File: config.mk
export PLATFORM = sky130hd
export DESIGN_NAME = img_capture_packer_flat
export DESIGN_NICKNAME = d
export VERILOG_FILES = /design/src/rtl/img_capture_packer_pkg.sv /design/src/rtl/img_capture_packer_if.sv /design/src/rtl/img_capture_packer_pixel_packer.sv /design/src/rtl/img_capture_packer.sv /design/src/flat_wrapper.sv
export SDC_FILE = /design/constraint.sdc
export NUM_CORES = 1
export LEC_CHECK = 0
export CAP_MARGIN = 10
export CORE_UTILIZATION = 55
export CTS_BUF_LIST = sky130_fd_sc_hd__clkbuf_8
export DETAILED_ROUTE_END_ITERATION = 16
export HOLD_SLACK_MARGIN = 0.06
export PLACE_DENSITY_LB_ADDON = 0.12
export SETUP_SLACK_MARGIN = 0.15
export SLEW_MARGIN = 15
export SYNTH_ARGS = -nofsm -noshare
export SYNTH_HDL_FRONTEND = slang
export SYNTH_SLANG_ARGS = --single-unit
export TNS_END_PERCENT = 30
File: constraint.sdc
create_clock -name clk -period 2.7 [get_ports clk]
set_input_delay 0.54 -clock clk [delete_from_list [all_inputs] [get_ports clk]]
set_output_delay 0.54 -clock clk [all_outputs]
set_load 0.005 [all_outputs]
File: src/rtl/img_capture_packer_pkg.sv
// Shared types and helpers for the image capture/packing datapath.
package img_proc_pkg;

    typedef enum logic [2:0] {
        IDLE    = 3'd0,
        ARM     = 3'd1,
        WAIT    = 3'd2,
        CAPTURE = 3'd3,
        FLUSH   = 3'd4
    } cap_state_t;

    function automatic int ceil_div(input int a, input int b);
        return (a + b - 1) / b;
    endfunction

endpackage

File: src/rtl/img_capture_packer_if.sv
// CCD stream in, Dmem write port and status out, grouped for the capture block.
interface img_capture_packer_if #(
    parameter int PXL_W  = 16,
    parameter int PACK   = 16,
    parameter int ADDR_W = 7
);
    logic                    iCCD_enable;
    logic                    iCCD_start;
    logic                    iFVAL;
    logic                    iDVAL;
    logic [PXL_W-1:0]        iDATA;
    logic                    oDmem_wren;
    logic [ADDR_W-1:0]       oDmem_addr;
    logic [PACK*PXL_W-1:0]   oDmem_data;
    logic                    oCCD_busy;
    logic                    oCCD_done;
    logic                    oCCD_err;

    modport master (
        output iCCD_enable, iCCD_start, iFVAL, iDVAL, iDATA,
        input  oDmem_wren, oDmem_addr, oDmem_data, oCCD_busy, oCCD_done, oCCD_err
    );

    modport slave (
        input  iCCD_enable, iCCD_start, iFVAL, iDVAL, iDATA,
        output oDmem_wren, oDmem_addr, oDmem_data, oCCD_busy, oCCD_done, oCCD_err
    );
endinterface

File: src/rtl/img_capture_packer_pixel_packer.sv
// Lane register: pixels land in fixed lanes by index; the word auto-clears after the last lane.
module pixel_packer #(
    parameter int PXL_W  = 16,
    parameter int PACK   = 16,
    parameter int LIDX_W = (PACK > 1) ? $clog2(PACK) : 1
) (
    input  logic                  clk,
    input  logic                  rst_n,
    input  logic                  push_i,
    input  logic                  clear_i,
    input  logic [PXL_W-1:0]      pixel_i,
    output logic [PACK*PXL_W-1:0] word_o,
    output logic                  word_full_o,
    output logic [LIDX_W-1:0]     lane_o
);
    logic [PACK-1:0][PXL_W-1:0] lanes_q, lanes_d;
    logic [LIDX_W-1:0]          idx_q;

    // word_o already includes the pixel being pushed this cycle
    always_comb begin
        lanes_d = lanes_q;
        if (push_i) lanes_d[idx_q] = pixel_i;
    end

    assign word_o      = lanes_d;
    assign word_full_o = push_i && (idx_q == LIDX_W'(PACK - 1));
    assign lane_o      = idx_q;

    always_ff @(posedge clk or negedge rst_n) begin
        if (!rst_n) begin
            lanes_q <= '0;
            idx_q   <= '0;
        end else if (clear_i || word_full_o) begin
            lanes_q <= '0;
            idx_q   <= '0;
        end else if (push_i) begin
            lanes_q <= lanes_d;
            idx_q   <= idx_q + LIDX_W'(1);
        end
    end
endmodule

File: src/rtl/img_capture_packer.sv
// Captures one armed frame from the CCD stream and writes it to Dmem as packed words.
module img_capture_packer
    import img_proc_pkg::*;
#(
    parameter int PXL_W      = 16,
    parameter int IMG_PIXELS = 784,
    parameter int PACK       = 16,
    parameter int ADDR_W     = 7,
    parameter int BASE_ADDR  = 0
) (
    input  logic              clk,
    input  logic              rst_n,
    img_capture_packer_if.slave bus
);
    localparam int WORDS  = ceil_div(IMG_PIXELS, PACK);
    localparam int CNT_W  = $clog2(IMG_PIXELS + 1);
    localparam int LIDX_W = (PACK > 1) ? $clog2(PACK) : 1;
    localparam logic [CNT_W-1:0] LAST_CNT = CNT_W'(IMG_PIXELS);

    if (BASE_ADDR + WORDS > (1 << ADDR_W)) begin : g_addr_range_chk
        $error("img_capture_packer: frame does not fit in the Dmem address space");
    end

    cap_state_t             state_q, state_d;
    logic                   fval_q;
    logic [CNT_W-1:0]       cnt_q, cnt_d;
    logic [ADDR_W-1:0]      addr_q, addr_d, waddr_q, waddr_d;
    logic [PACK*PXL_W-1:0]  data_q, data_d;
    logic                   wren_q, wren_d, done_q, done_d, err_q, err_d, busy_q;
    logic                   frame_start, en, push, clear, word_full;
    logic [LIDX_W-1:0]      lane;
    logic [PACK*PXL_W-1:0]  word;

    assign en          = bus.iCCD_enable;
    assign frame_start = bus.iFVAL & ~fval_q;
    assign push = en && bus.iDVAL && bus.iFVAL &&
                  ((state_q == CAPTURE) || ((state_q == WAIT) && frame_start));
    // Any path back to IDLE except a completed full-word finish drops the pending lanes
    assign clear = ((state_q == IDLE) && en && bus.iCCD_start) ||
                   ((state_q != IDLE) && !en) ||
                   ((state_q == CAPTURE) && !bus.iFVAL) ||
                   (state_q == FLUSH);

    pixel_packer #(.PXL_W(PXL_W), .PACK(PACK), .LIDX_W(LIDX_W)) u_packer (
        .clk        (clk),
        .rst_n      (rst_n),
        .push_i     (push),
        .clear_i    (clear),
        .pixel_i    (bus.iDATA),
        .word_o     (word),
        .word_full_o(word_full),
        .lane_o     (lane)
    );

    always_comb begin
        state_d = state_q;
        cnt_d   = cnt_q;
        addr_d  = addr_q;
        waddr_d = waddr_q;
        data_d  = data_q;
        wren_d  = 1'b0;
        done_d  = 1'b0;
        err_d   = err_q;
        case (state_q)
            IDLE: if (en && bus.iCCD_start) begin
                err_d   = 1'b0;
                cnt_d   = '0;
                addr_d  = ADDR_W'(BASE_ADDR);
                state_d = ARM;
            end
            ARM:     if (!bus.iFVAL) state_d = WAIT;
            WAIT:    if (frame_start) state_d = CAPTURE;
            CAPTURE: if (!bus.iFVAL) begin
                err_d   = 1'b1;
                done_d  = 1'b1;
                state_d = IDLE;
            end
            FLUSH: begin
                wren_d  = 1'b1;
                data_d  = word;
                waddr_d = addr_q;
                done_d  = 1'b1;
                state_d = IDLE;
            end
            default: state_d = IDLE;
        endcase
        if (push) begin
            cnt_d = cnt_q + CNT_W'(1);
            if (word_full) begin
                wren_d  = 1'b1;
                data_d  = word;
                waddr_d = addr_q;
                addr_d  = addr_q + ADDR_W'(1);
            end
            if (cnt_q + CNT_W'(1) == LAST_CNT) begin
                if (lane != LIDX_W'(PACK - 1)) begin
                    state_d = FLUSH;
                end else begin
                    done_d  = 1'b1;
                    state_d = IDLE;
                end
            end
        end
        // Enable drop wins over everything, including a write due this cycle
        if ((state_q != IDLE) && !en) begin
            state_d = IDLE;
            wren_d  = 1'b0;
            done_d  = 1'b0;
            err_d   = err_q;
        end
    end

    always_ff @(posedge clk or negedge rst_n) begin
        if (!rst_n) begin
            state_q <= IDLE;
            fval_q  <= 1'b0;
            cnt_q   <= '0;
            addr_q  <= '0;
            waddr_q <= '0;
            data_q  <= '0;
            wren_q  <= 1'b0;
            done_q  <= 1'b0;
            err_q   <= 1'b0;
            busy_q  <= 1'b0;
        end else begin
            state_q <= state_d;
            fval_q  <= bus.iFVAL;
            cnt_q   <= cnt_d;
            addr_q  <= addr_d;
            waddr_q <= waddr_d;
            data_q  <= data_d;
            wren_q  <= wren_d;
            done_q  <= done_d;
            err_q   <= err_d;
            busy_q  <= (state_d != IDLE);
        end
    end

    assign bus.oDmem_wren = wren_q;
    assign bus.oDmem_addr = waddr_q;
    assign bus.oDmem_data = data_q;
    assign bus.oCCD_busy  = busy_q;
    assign bus.oCCD_done  = done_q;
    assign bus.oCCD_err   = err_q;
endmodule

File: src/flat_wrapper.sv
// flat-port wrapper written by rule: the top's interface ports become plain ports
module img_capture_packer_flat import img_proc_pkg::*;
#(
    parameter int PXL_W      = 16,
    parameter int IMG_PIXELS = 784,
    parameter int PACK       = 16,
    parameter int ADDR_W     = 7,
    parameter int BASE_ADDR  = 0
)
  (clk, rst_n, bus_iCCD_enable, bus_iCCD_start, bus_iFVAL, bus_iDVAL, bus_iDATA, bus_oDmem_wren, bus_oDmem_addr, bus_oDmem_data, bus_oCCD_busy, bus_oCCD_done, bus_oCCD_err);
  img_capture_packer_if #(.PXL_W(PXL_W), .PACK(PACK), .ADDR_W(ADDR_W)) bus_i ();
  input  logic clk;
  input  logic rst_n;
  input wire logic [$bits(bus_i.iCCD_enable)-1:0] bus_iCCD_enable;
  input wire logic [$bits(bus_i.iCCD_start)-1:0] bus_iCCD_start;
  input wire logic [$bits(bus_i.iFVAL)-1:0] bus_iFVAL;
  input wire logic [$bits(bus_i.iDVAL)-1:0] bus_iDVAL;
  input wire logic [$bits(bus_i.iDATA)-1:0] bus_iDATA;
  output wire logic [$bits(bus_i.oDmem_wren)-1:0] bus_oDmem_wren;
  output wire logic [$bits(bus_i.oDmem_addr)-1:0] bus_oDmem_addr;
  output wire logic [$bits(bus_i.oDmem_data)-1:0] bus_oDmem_data;
  output wire logic [$bits(bus_i.oCCD_busy)-1:0] bus_oCCD_busy;
  output wire logic [$bits(bus_i.oCCD_done)-1:0] bus_oCCD_done;
  output wire logic [$bits(bus_i.oCCD_err)-1:0] bus_oCCD_err;
  assign bus_i.iCCD_enable = bus_iCCD_enable;
  assign bus_i.iCCD_start = bus_iCCD_start;
  assign bus_i.iFVAL = bus_iFVAL;
  assign bus_i.iDVAL = bus_iDVAL;
  assign bus_i.iDATA = bus_iDATA;
  assign bus_oDmem_wren = bus_i.oDmem_wren;
  assign bus_oDmem_addr = bus_i.oDmem_addr;
  assign bus_oDmem_data = bus_i.oDmem_data;
  assign bus_oCCD_busy = bus_i.oCCD_busy;
  assign bus_oCCD_done = bus_i.oCCD_done;
  assign bus_oCCD_err = bus_i.oCCD_err;
  img_capture_packer #(.PXL_W(PXL_W), .IMG_PIXELS(IMG_PIXELS), .PACK(PACK), .ADDR_W(ADDR_W), .BASE_ADDR(BASE_ADDR)) u_core (.clk(clk), .rst_n(rst_n), .bus(bus_i));
endmodule
==> summary.log <==
INFO  critical_path  crit-reg2reg-capture=u_core.u_packer.lanes_q[251]
INFO  logic_synthesis syn-num-nets=2,292
INFO  timing         totalNegativeSetupSlack=0ns
INFO  floorplan      floorplan.initialDensity=56.0%
INFO  clocking       clock_path_buffers=3
INFO  layout         post_route_cells_drive_above_1_share=10.2%
INFO  critical_path  timing.critical_path.from_type=register
INFO  power_and_ir_drop p_per_area=586nW/um2
INFO  outcome        status=completed
INFO  placement      area_after_dpl=26,600um2
INFO  placement      dpl.cell_count=2,976
INFO  layout         layout-area-overhead-vs-synth=23.9%
INFO  placement      io_buffer_count=288
INFO  routing        drtAntennaViolNets=0
INFO  logic_synthesis yosys.cell_types.count=52
INFO  logic_synthesis netlist_area=22,900um2
INFO  critical_path  worst-r2r-cell-count=5
INFO  critical_path  criticalPathCategory=reg -> reg
INFO  timing         maxSlewHeadroom=33.9%
INFO  global_route   global_route.overflow_total=0
INFO  critical_path  arrival_time_at_the_worst_endpoint=2.81ns
INFO  clocking       ctsHtreeMaxLevel=3
INFO  timing         unrepaired_setup_endpoints_after_global_routing=no
INFO  timing         tightestPinTransition=0.991ns
INFO  logic_synthesis ys_dominant_reg_cell=dfrtp_1
INFO  floorplan      fp.dieArea=42,500um2
INFO  layout         finish.utilization=69.4%
INFO  clocking       tritoncts_clock_tree=yes
INFO  routing        route.detailed.wl_per_inst=21.2um
INFO  layout         final_nets=2,563
INFO  critical_path  critical_path_required=3.25ns
INFO  clocking       clock_insertion_delay_worst_skew=0.64ns
INFO  routing        routed_wl=66,500um
INFO  logic_synthesis ys_warn_count=0
INFO  logic_synthesis synth.area.top_cells=dfrtp_1 60%, nand2_1 8.3%, a22o_1 6.8%
INFO  critical_path  rrSetupSlack=0.44ns
INFO  routing        vias=18,431
INFO  power_and_ir_drop power.leakage=13.0nW
INFO  global_route   first_pass_grt_wire_length=103,000um
INFO  logic_synthesis synth_seq_area_share=59.9%
INFO  logic_synthesis synth_top_area_share=59.9%
INFO  power_and_ir_drop seqPwrFrac=49.8%
INFO  clocking       cts_root_buffer_type=clkbuf_8
INFO  timing         report.final.setup_viol=0
INFO  timing         finalHoldViolations=0
INFO  critical_path  crit_chain=ha_1 -> and3_1 -> and4_1 -> nor2_1 -> and2_1
INFO  floorplan      placeableCoreArea=40,900um2
INFO  timing         finalCriticalPeriod=2.26ns
INFO  timing         finClkSkew=0.0272ns
INFO  logic_synthesis syn-instance-count=2,264
INFO  critical_path  crit_path_max_delay_cell_type=nor2_1
INFO  timing         post-route-period-util=83.5%
INFO  critical_path  worstSetupStartpoint=u_core.u_packer.lane_o[0]
INFO  logic_synthesis synth_enable_flop_cells=0
INFO  power_and_ir_drop vdd.ir_drop.worst=0.000476V
INFO  power_and_ir_drop cell_internal_pwr=12.4mW
INFO  critical_path  crit_end=u_core.u_packer.lanes_q[251]
INFO  global_route   globalRouteTotalUtil=31.7%
INFO  logic_synthesis ys_async_sr_fraction=100%
INFO  critical_path  critPathMaxStageDelay=0.73ns
INFO  timing         timing_max_transition_violations_final=0
INFO  routing        avgViaCountPerCell=5.88
INFO  routing        detail_route.first_pass.iterations=6
INFO  power_and_ir_drop p_comb_share=7.3%
INFO  floorplan      placement_rows=74
INFO  global_route   initial_antenna_violation_count=0
INFO  placement      gpl.final_weighted_congestion=0.829
INFO  logic_synthesis syn_area_per_cell=10.1um2
INFO  clocking       postCtsResizedCells=0
INFO  power_and_ir_drop switching_share=25.4%
INFO  critical_path  endpoint_kind=register
INFO  global_route   grt_max_degree=100
INFO  timing         timing.fmax=443MHz
INFO  layout         layout_common_cells=548 x dfrtp_1, 506 x nand2_1, 271 x clkdlybuf4s50_1, 214 x nor2_1, 198 x a31oi_1
INFO  clocking       clkSinkCount=548
INFO  clocking       cts_made_buffers=88
INFO  power_and_ir_drop power.clock.fraction=42.9%
INFO  layout         stdcell_count=3,136
INFO  floorplan      die_width=206um
INFO  critical_path  worstPathMaxFanout=16
INFO  global_route   vias_in_the_first_global_route=18,026
INFO  job            timing.max_cap.violations=0
INFO  routing        route.detailed.drc=0
INFO  worst_hold_path hold_class=in -> reg
INFO  critical_path  r2r_start=u_core.u_packer.lane_o[0]
INFO  power_and_ir_drop overall_power=16.6mW
INFO  floorplan      die_height=206um
INFO  layout         fin_area=28,400um2
INFO  layout         layout_commonest_cell=dfrtp_1
INFO  floorplan      i_o_pin_total=289
INFO  placement      hpwlAfterDp=41,200um
INFO  logic_synthesis ys_seq_elements=548
INFO  power_and_ir_drop power_switching=4.23mW
INFO  logic_synthesis synthDominantAreaCellType=dfrtp_1
INFO  clocking       clkTransAtPathRegs=0.06ns
INFO  routing        detail_route.iter0.violations=1,610
[sequential cells by signal (all words and copies together), names as in the netlist]
name,flops
u_core.bus.oDmem_wren,1
u_core.cnt_q,10
u_core.bus.oCCD_err,1
u_core.fval_q,1
u_core.u_packer.lane_o,4
u_core.bus.oDmem_addr,7
u_core.addr_q,7
u_core.state_q,3
u_core.bus.oDmem_data,256
u_core.bus.oCCD_busy,1
u_core.bus.oCCD_done,1
u_core.u_packer.lanes_q,256
[power by group through the flow]
stage / Combinational (mW) / Clock (mW) / Sequential [mW]
2_1_floorplan: 0.648 / 0 / 8.41
3_3_place_gp: 1.20 / 0 / 8.42
3_5_place_dp: 1.22 / 0 / 8.42
4_1_cts: 1.22 / 7.25 / 8.28
5_1_grt: 1.31 / 7.64 / 8.28
6_report: 1.22 / 7.14 / 8.28
[Yosys cell counts (all sizes together), types with 3 or more instances]
library cell / n
xor2: 4
ha: 6
nand2: 515
o21a: 4
a31oi: 198
buf: 106
o31ai: 3
nor3b: 3
o22ai: 4
nor2: 219
clkbuf: 94
and3: 19
mux2i: 52
a22o: 177
o21ai: 138
and2: 26
a21oi: 3
nand4: 9
inv: 68
nand3: 27
a22oi: 12
xnor2: 3
nor2b: 6
dfrtp: 548
[how the worst min path moves through the flow]
| stage | from | end | slack [ns] | cells past startpoint |
|---|---|---|---|---|
| floorplan | rst_n | u_core.addr_q[0] | 0.24 | 0 |
| global placement | u_core.bus.oDmem_addr[0] | u_core.bus.oDmem_addr[0] | 0.46 | 2 |
| detailed placement | u_core.bus.oDmem_data[247] | u_core.bus.oDmem_data[247] | 0.46 | 2 |
| CTS | bus_iDATA[13] | u_core.bus.oDmem_data[29] | 0.36 | 4 |
| global route | bus_iDATA[10] | u_core.bus.oDmem_data[26] | 0.37 | 3 |
| finish | bus_iDATA[13] | u_core.bus.oDmem_data[29] | 0.41 | 4 |
[repair_timing]
| item | in CTS | in global routing |
|---|---|---|
| buffers inserted | 0 | 0 |
| hold buffers | 1 | 0 |
| hold endpoints to repair | 35 | 0 |
[per-stage QoR]
stage / hold WS, ns / setup WS [ns]
final: 0.407 / 0.445
after global routing: 0.373 / 0.297
after CTS: 0.357 / 0.417
after detailed placement: 0.465 / -0.0431
after global placement: 0.457 / 0.0214
after floorplan: 0.244 / 0.709
[worst max-delay path: cells and delay by family, from the launching register on]
kind                     cells  cell delay (ns)
flip-flops                   1             0.42
adder cells (fa/ha/maj)      1             0.23
AND/OR/NAND/NOR              4             1.52
[layer usage]
metal | share of wire [%] | GRT usage (%)
met3 | 7.4 | 5.52
met1 | 43 | 45.5
met2 | 46 | 48.3
met5 | 0 | 0
met4 | 3.2 | 12.6
[kinds of logic after synthesis]
kind of cell    share of synthesized area, %
compound gates                          16.5
xor+xnor                               0.268
fa+ha+maj                              0.328
buf+inv                                 5.50
flops                                   59.9
mux                                     2.27
simple gates                            15.2
[layout make-up]
type | count | area, um2
clock inverter | 47 | 249
timing repair buffer | 381 | 4020
antenna | 1 | 2.50
clock buffer | 111 | 1530
tap | 532 | 666
sequential | 548 | 13700
multi-input combinational | 1448 | 7950
inverter | 68 | 255
fill | 3107 | 12500
(Power assumes the default switching activity.)
